<file path="src/rtl/fir_ctrl_pkg.sv">
// Shared types and defaults for the FIR coefficient sequencer.
package fir_ctrl_pkg;

  typedef enum logic [1:0] {
    IDLE  = 2'd0,
    LOAD  = 2'd1,
    FLUSH = 2'd2
  } state_t;

  localparam int DEF_NTAPS     = 7;
  localparam int DEF_W         = 8;
  localparam int DEF_FLUSH_CYC = 7;

  // Extracts tap `tap` from a default-sized packed coefficient bus.
  function automatic logic [DEF_W-1:0] coef_slice(
    input logic [DEF_NTAPS*DEF_W-1:0] bus,
    input int unsigned                tap
  );
    return bus[tap*DEF_W +: DEF_W];
  endfunction

endpackage

</file>
<file path="src/rtl/fir_coef_bank.sv">
// Shadow coefficient registers plus the atomic copy into the active bus.
module fir_coef_bank
  import fir_ctrl_pkg::*;
#(
  parameter int NTAPS = DEF_NTAPS,
  parameter int W     = DEF_W,
  parameter int IW    = $clog2(NTAPS + 1)
) (
  input  logic                 clk,
  input  logic                 rst_n,
  input  logic                 wr_en,
  input  logic [IW-1:0]        wr_idx,
  input  logic [W-1:0]         wr_data,
  input  logic                 commit,
  output logic [NTAPS*W-1:0]   coef_o
);

  logic [W-1:0]       shadow_q [NTAPS];
  logic [W-1:0]       shadow_d [NTAPS];
  logic [NTAPS*W-1:0] coef_q;
  logic [NTAPS*W-1:0] coef_d;

  // The commit sees the byte written on the same edge, so the last tap
  // lands in the active bus together with the six already held in shadow.
  always_comb begin
    coef_d = coef_q;
    for (int i = 0; i < NTAPS; i++) begin
      shadow_d[i] = (wr_en && (wr_idx == IW'(i))) ? wr_data : shadow_q[i];
      if (commit) begin
        coef_d[i*W +: W] = shadow_d[i];
      end
    end
  end

  always_ff @(posedge clk or negedge rst_n) begin
    if (!rst_n) begin
      for (int i = 0; i < NTAPS; i++) begin
        shadow_q[i] <= '0;
      end
      coef_q <= '0;
    end else begin
      for (int i = 0; i < NTAPS; i++) begin
        shadow_q[i] <= shadow_d[i];
      end
      coef_q <= coef_d;
    end
  end

  assign coef_o = coef_q;

endmodule

</file>
<file path="src/rtl/fir_coef_sequencer.sv">
// Loads FIR taps over a byte handshake, commits them atomically, then
// zero-flushes the FIR delay line before real samples resume.
module fir_coef_sequencer
  import fir_ctrl_pkg::*;
#(
  parameter int NTAPS     = DEF_NTAPS,
  parameter int W         = DEF_W,
  parameter int FLUSH_CYC = DEF_FLUSH_CYC
) (
  input  logic                 clk,
  input  logic                 rst_n,
  input  logic                 cfg_start,
  input  logic                 cfg_valid,
  input  logic [W-1:0]         cfg_data,
  output logic                 cfg_ready,
  input  logic                 sample_valid,
  input  logic [W-1:0]         sample_in,
  output logic [W-1:0]         data_o,
  output logic                 data_valid_o,
  output logic [NTAPS*W-1:0]   coef_o,
  output logic                 busy,
  output logic                 load_done,
  output logic                 err
);

  localparam int IW = $clog2(NTAPS + 1);
  localparam int CW = $clog2(FLUSH_CYC + 1);

  state_t        state_q, state_d;
  logic [IW-1:0] idx_q, idx_d;
  logic [CW-1:0] cnt_q, cnt_d;
  logic          cfg_ready_q, cfg_ready_d;
  logic [W-1:0]  data_q, data_d;
  logic          dvld_q, dvld_d;
  logic          busy_q, busy_d;
  logic          load_done_q, load_done_d;
  logic          err_q, err_d;

  logic          xfer;
  logic          wr_en;
  logic          commit;

  always_comb begin
    state_d     = state_q;
    idx_d       = idx_q;
    cnt_d       = cnt_q;
    cfg_ready_d = cfg_ready_q;
    load_done_d = 1'b0;
    err_d       = 1'b0;
    wr_en       = 1'b0;
    commit      = 1'b0;
    xfer        = cfg_valid && cfg_ready_q;

    case (state_q)
      IDLE: begin
        if (cfg_start) begin
          state_d     = LOAD;
          idx_d       = '0;
          cfg_ready_d = 1'b1;
        end
      end
      LOAD: begin
        // A restart outranks a byte offered in the same cycle.
        if (cfg_start) begin
          idx_d = '0;
        end else if (xfer) begin
          wr_en = 1'b1;
          if (idx_q == IW'(NTAPS - 1)) begin
            commit      = 1'b1;
            idx_d       = '0;
            cnt_d       = CW'(FLUSH_CYC);
            state_d     = FLUSH;
            cfg_ready_d = 1'b0;
          end else begin
            idx_d = idx_q + 1'b1;
          end
        end
      end
      FLUSH: begin
        err_d = cfg_start;
        cnt_d = cnt_q - 1'b1;
        if (cnt_q <= CW'(1)) begin
          cnt_d       = '0;
          state_d     = IDLE;
          load_done_d = 1'b1;
        end
      end
      default: begin
        state_d     = IDLE;
        cfg_ready_d = 1'b0;
      end
    endcase

    busy_d = (state_d != IDLE);

    // Gate on the next state so the zero window starts right after commit.
    if (state_d == FLUSH) begin
      data_d = '0;
      dvld_d = 1'b0;
    end else begin
      data_d = sample_valid ? sample_in : '0;
      dvld_d = sample_valid;
    end
  end

  always_ff @(posedge clk or negedge rst_n) begin
    if (!rst_n) begin
      state_q     <= IDLE;
      idx_q       <= '0;
      cnt_q       <= '0;
      cfg_ready_q <= 1'b0;
      data_q      <= '0;
      dvld_q      <= 1'b0;
      busy_q      <= 1'b0;
      load_done_q <= 1'b0;
      err_q       <= 1'b0;
    end else begin
      state_q     <= state_d;
      idx_q       <= idx_d;
      cnt_q       <= cnt_d;
      cfg_ready_q <= cfg_ready_d;
      data_q      <= data_d;
      dvld_q      <= dvld_d;
      busy_q      <= busy_d;
      load_done_q <= load_done_d;
      err_q       <= err_d;
    end
  end

  fir_coef_bank #(
    .NTAPS (NTAPS),
    .W     (W),
    .IW    (IW)
  ) u_bank (
    .clk     (clk),
    .rst_n   (rst_n),
    .wr_en   (wr_en),
    .wr_idx  (idx_q),
    .wr_data (cfg_data),
    .commit  (commit),
    .coef_o  (coef_o)
  );

  assign cfg_ready    = cfg_ready_q;
  assign data_o       = data_q;
  assign data_valid_o = dvld_q;
  assign busy         = busy_q;
  assign load_done    = load_done_q;
  assign err          = err_q;

endmodule

</file>
<file path="config.mk">
export PLATFORM = sky130hd
export DESIGN_NAME = fir_coef_sequencer
export DESIGN_NICKNAME = d
export VERILOG_FILES = /design/src/rtl/fir_ctrl_pkg.sv /design/src/rtl/fir_coef_bank.sv /design/src/rtl/fir_coef_sequencer.sv
export SDC_FILE = /design/constraint.sdc
export NUM_CORES = 1
export LEC_CHECK = 0
export BUFFER_PORTS_ARGS = -buffer_cell sky130_fd_sc_hd__buf_4
export CORE_UTILIZATION = 55
export CTS_CLUSTER_SIZE = 12
export DETAILED_ROUTE_END_ITERATION = 10
export PLACE_DENSITY = 0.79
export SETUP_SLACK_MARGIN = 0.3
export SLEW_MARGIN = 20
export SYNTH_ARGS = -nofsm -noshare
export SYNTH_HDL_FRONTEND = slang
export SYNTH_SLANG_ARGS = --single-unit
</file>
<file path="constraint.sdc">
create_clock -name clk -period 2.7 [get_ports clk]
set_clock_uncertainty 0.2 [all_clocks]
set_input_delay 0.81 -clock clk [delete_from_list [all_inputs] [get_ports clk]]
set_output_delay 0.81 -clock clk [all_outputs]
set_load 0.03 [all_outputs]
</file>
# == Yosys cells after proc, flatten, opt, wreduce, memory -nomap -nowiden ==
# Index checks and enable logic that the tools add are counted.
# word_totals
register_bits,133
inputBits,21
# op_classes
n_bitwise,1
n_reduce_logical,16
eq_ne,14
n_mux,41
addsub,2
n_lt_le_gt_ge,1
# ops
operator,n
$mux W8,9
$mux W3,8
$mux W1,15
$pmux W3 S2,2
$mux W2,5
$eq A3 B3 Y1 const B,3
$logic_and A1 B1 Y1,8
$ne A2 B2 Y1 const B,4
$eq A3 B2 Y1 const B,2
$pmux W2 S3,1
$reduce_bool A2 Y1,3
$reduce_and A5 Y1,1
$eq A2 B2 Y1 const B,2
$reduce_and A4 Y1,1
$add A3 B1 Y3 const B,1
$eq A3 B1 Y1 const B,1
$le A3 B1 Y1 const B,1
$logic_not A3 Y1,1
$ne A3 B3 Y1 const B,1
$pmux W1 S3,1
$reduce_and A3 Y1,1
$sub A3 B1 Y3 const B,1
$eq A2 B1 Y1 const B,1
$logic_not A2 Y1,1
$not A1 Y1,1

# == Longest topological paths before layout ==
# depth
ltp_word,7
depth_mapped,8
depth_no_buf,6

# == Modules after synthesis ==
# A second synthesis with hierarchy kept.
# hier_totals
cells_unflattened,326
hier_area_um2,5153.7
# modules_own_cells
mod,cells_per_inst,area_per_inst_um2,n_inst,seq_area_each_um2
fir_coef_bank,244,4234.1,1,2802.7
fir_coef_sequencer,82,919.6,1,525.5

# == Worst setup path before layout ==
# OpenSTA, ideal clock, no wires.
# synth_path
path_type,input port to flip-flop
start,input port cfg_start
end,"register u_bank.coef_q[0], in the netlist u_bank.coef_o[0]"
t_required_ns,2.375
path_buffers,1
arrival_time_ns,2.418
setup_ns,0.125
path_stages,5
slack_ns,-0.043
path_cell_list,or4b_1 > or4_1 > buf_6 > mux2_4 > mux2_4
# synth_rtl
element,line,rtl
"start, declared",fir_coef_sequencer.sv:12,"input logic cfg_start,"
"end signal, assigned",fir_coef_bank.sv:45,coef_q <= coef_d;
"end, declared",fir_coef_bank.sv:20,logic [NTAPS*W-1:0] coef_q;

==> summary.txt <==
Logic synthesis
  – Largest family of logic cells by synthesized area: multiplexers
  – Post-Synth Simple-Gate Area: 0.112
  – Register area share after synthesis: 0.637
  – Yosys warns: 0
  – Synth unique cells: 32
  – FF+latch count, synth: 125
  – Post-Synth Adder-Cell Area: 0.00765
  – Netlist Area Pre-Place: 4910 um2
  – Post-Synth XOR/XNOR Area: 0
  – Post-synthesis mux area share: 0.194
  – Synth Area in Compound Gates: 0.0283
  – Post-synthesis cell count: 379
  – Avg Cell Area, Syn: 13.0 um2
  – Syn_nets: 403

Die
  – Core area: 8680 um2
  – Chip Width: 96.5 um
  – I/O Pins: 90
  – Initial Utilization: 0.566
  – Die Height: 96.5 um
  – FP Rows: 34
  – DIE AREA: 9310 um2

CTS
  – Clock sink count: 125
  – CTS Buf Count: 17
  – CTS tree: yes
  – Max H-tree Level: 4
  – Root Driver: clkbuf_8
  – Skew-Pair Late Insertion Delay: 0.51 ns
  – Clock Tree Buf Depth: 2
  – Clock transition at path regs: 0.06 ns

Timing
  – Worst slew pin tran: 0.520 ns
  – Final hold viol count: 0
  – Fmax: 416 MHz
  – Final setup vio count: 0
  – RSZ-0062 raised after global routing: true
  – Post-route setup slack: 0.298 ns
  – Fin Hold WS: 0.0730 ns
  – Rel. slew slack: 0.654
  – Final slew viol count: 0
  – Tmin final: 2.40 ns
  – Tcrit/Tclk final: 0.890

Drt
  – Drt wl/cell: 17.0 um
  – Drt initial violations: 185
  – DR pass1 iterations: 4
  – Final ANT Viol Nets: 0
  – Met3 wire length: 502 um
  – Routed length on met2: 5.25 mm
  – Routed length on met1: 4.42 mm
  – Vias: 3237
  – Routed Wire Length: 10.3 mm
  – Uppermost layer routed: met4
  – Residual DRC: 0
  – Mean number of vias per cell: 5.35

Setup path
  – CP Capture Type: register
  – Critical Path RT: 2.89 ns
  – Crit-path max FO: 8
  – Kind of critical path: primary input to register
  – Startpoint class of the critical path: primary input
  – Arrival time worst endpoint: 2.59 ns

Cells and area
  – Share of cells above drive strength 1: 0.427
  – # diodes: 0
  – Synthesis-to-layout area growth: 30.4%
  – Nets: 508
  – Most frequent cells in the layout: 124 x dfrtp_1, 98 x buf_4, 89 x nand2_1
  – Most common cell after layout, fill and taps aside: dfrtp_1

Worst hold path
  – Hold WC Path Type: primary input to async pin

Placement
  – GPL Wtd Cong: 0.835
  – IO Port Bufs: 89
  – Pre-CTS WS: -0.264 ns
  – Final HPWL DP: 6.55 mm

GRT
  – Vias in the first global route: 3316
  – Initial antenna violation count: 0
  – Largest net degree at the start of global routing: 56
  – First-pass GRT wire length: 16.4 mm
  – Grt ovf: 0
  – Total GRT Usage: 0.243

Run
  – Max Cap Viol: 0

Power
  – P_leak: 3.34 nW
  – Maximum vdd drop: 569 uV
  – Power Dens Cells: 750 nW/um2

Status
  – Status: finished clean
-- final timing paths --
check	startpoint	to	slack [ns]	cells past startpoint
min in group clk	cnt_q[2]$_DFFE_PN0P_	load_done$_DFF_PN0_	0.27	1
max reg2reg	state_q[0]$_DFF_PN0_	u_bank.coef_o[7]$_DFFE_PN0P_	0.34	5
max	cfg_start	u_bank.coef_o[7]$_DFFE_PN0P_	0.30	6
max in group asynchronous	rst_n	u_bank.shadow_q[41]$_DFF_PN0_	1.46	2
min reg2reg	cnt_q[2]$_DFFE_PN0P_	load_done$_DFF_PN0_	0.27	1
min	rst_n	u_bank.shadow_q[46]$_DFF_PN0_	0.07	1
-- critical path, cell delays in order --
cell	delay, ns
buf_6	0.09
or4b_1	0.50
or4_4	0.45
buf_12	0.17
mux2_4	0.31
mux2_4	0.26
-- state kept, by name, indices dropped and copies added (netlist names) --
signal,cells
u_bank.coef_o,56
u_bank.shadow_q,48
data_o,8
cnt_q,3
busy,1
err,1
data_valid_o,1
cfg_ready,1
idx_q,3
state_q,2
load_done,1
-- cells by family after synthesis --
family / Yosys count
fa+ha+maj: 3
compound gates: 24
flops: 125
mux: 80
simple gates: 124
buf+inv: 23
-- layout make-up --
| type | count | area (um2) |
|---|---|---|
| clock buffers | 17 | 414 |
| clock inverters | 15 | 188 |
| fillers | 572 | 2280 |
| inverters | 6 | 22.5 |
| multi-input cells | 231 | 1680 |
| flip-flops and latches | 125 | 3130 |
| well taps | 108 | 135 |
| repair buffers | 103 | 827 |
-- synth_stat cells --
cell type / number / area (um2)
o31ai_1: 1 / 7.51
o21ai_0: 12 / 60.1
nor4_1: 2 / 12.5
and3b_1: 1 / 8.76
mux2i_1: 8 / 80.1
clkbuf_1: 12 / 45.0
or4_1: 1 / 7.51
nand4_1: 2 / 12.5
o21ba_2: 1 / 10.0
o41ai_1: 1 / 8.76
a21oi_1: 5 / 25.0
inv_1: 6 / 22.5
nand4b_1: 2 / 17.5
nor3_1: 1 / 5.00
and3_1: 3 / 18.8
or2_2: 1 / 6.26
and2_1: 10 / 62.6
mux2_2: 56 / 631
ha_1: 3 / 37.5
buf_2: 1 / 5.00
buf_1: 2 / 7.51
dfrtp_1: 125 / 3130
nor2_1: 4 / 15.0
nand3_1: 4 / 20.0
nor2b_1: 1 / 6.26
nand2_1: 89 / 334
buf_6: 2 / 22.5
or4b_1: 1 / 10.0
nor3b_1: 2 / 15.0
a22o_1: 1 / 8.76
o22ai_1: 3 / 18.8
mux2_4: 16 / 240
-- where the power goes --
part           leakage, nW  internal (mW)  switching (mW)
clock network        0.297           1.42           0.866
registers             1.66           2.04          0.0788
logic                 1.38          0.211           0.189
-- routing by layer --
metal | track usage | vias to the layer above
li1 | - | 1500
met1 | 0.308 | 1629
met2 | 0.397 | 94
met3 | 0.0759 | 14
met4 | 0.0846 | 0
met5 | 0 | -
-- timing repair --
action,4_1_cts,5_1_grt
pin swaps,0,1
buffers inserted,0,1
gates resized for setup,2,4
hold buffers,0,0
endpoints found under the setup margin,8,16
-- stage by stage --
step                instance area [um2]  TNS [ns]   util  total power, mW  cells
CTS                                6380         0  0.735             4.84    604
floorplan                          4910    -0.341      -             2.37    379
global placement                   5770     -1.71  0.665             2.51    572
finish                             6400         0  0.737             4.80    605
detailed placement                 5770     -2.08  0.665             2.54    572
global route                       6400         0  0.737             4.97    605
(Power assumes the default switching activity.)
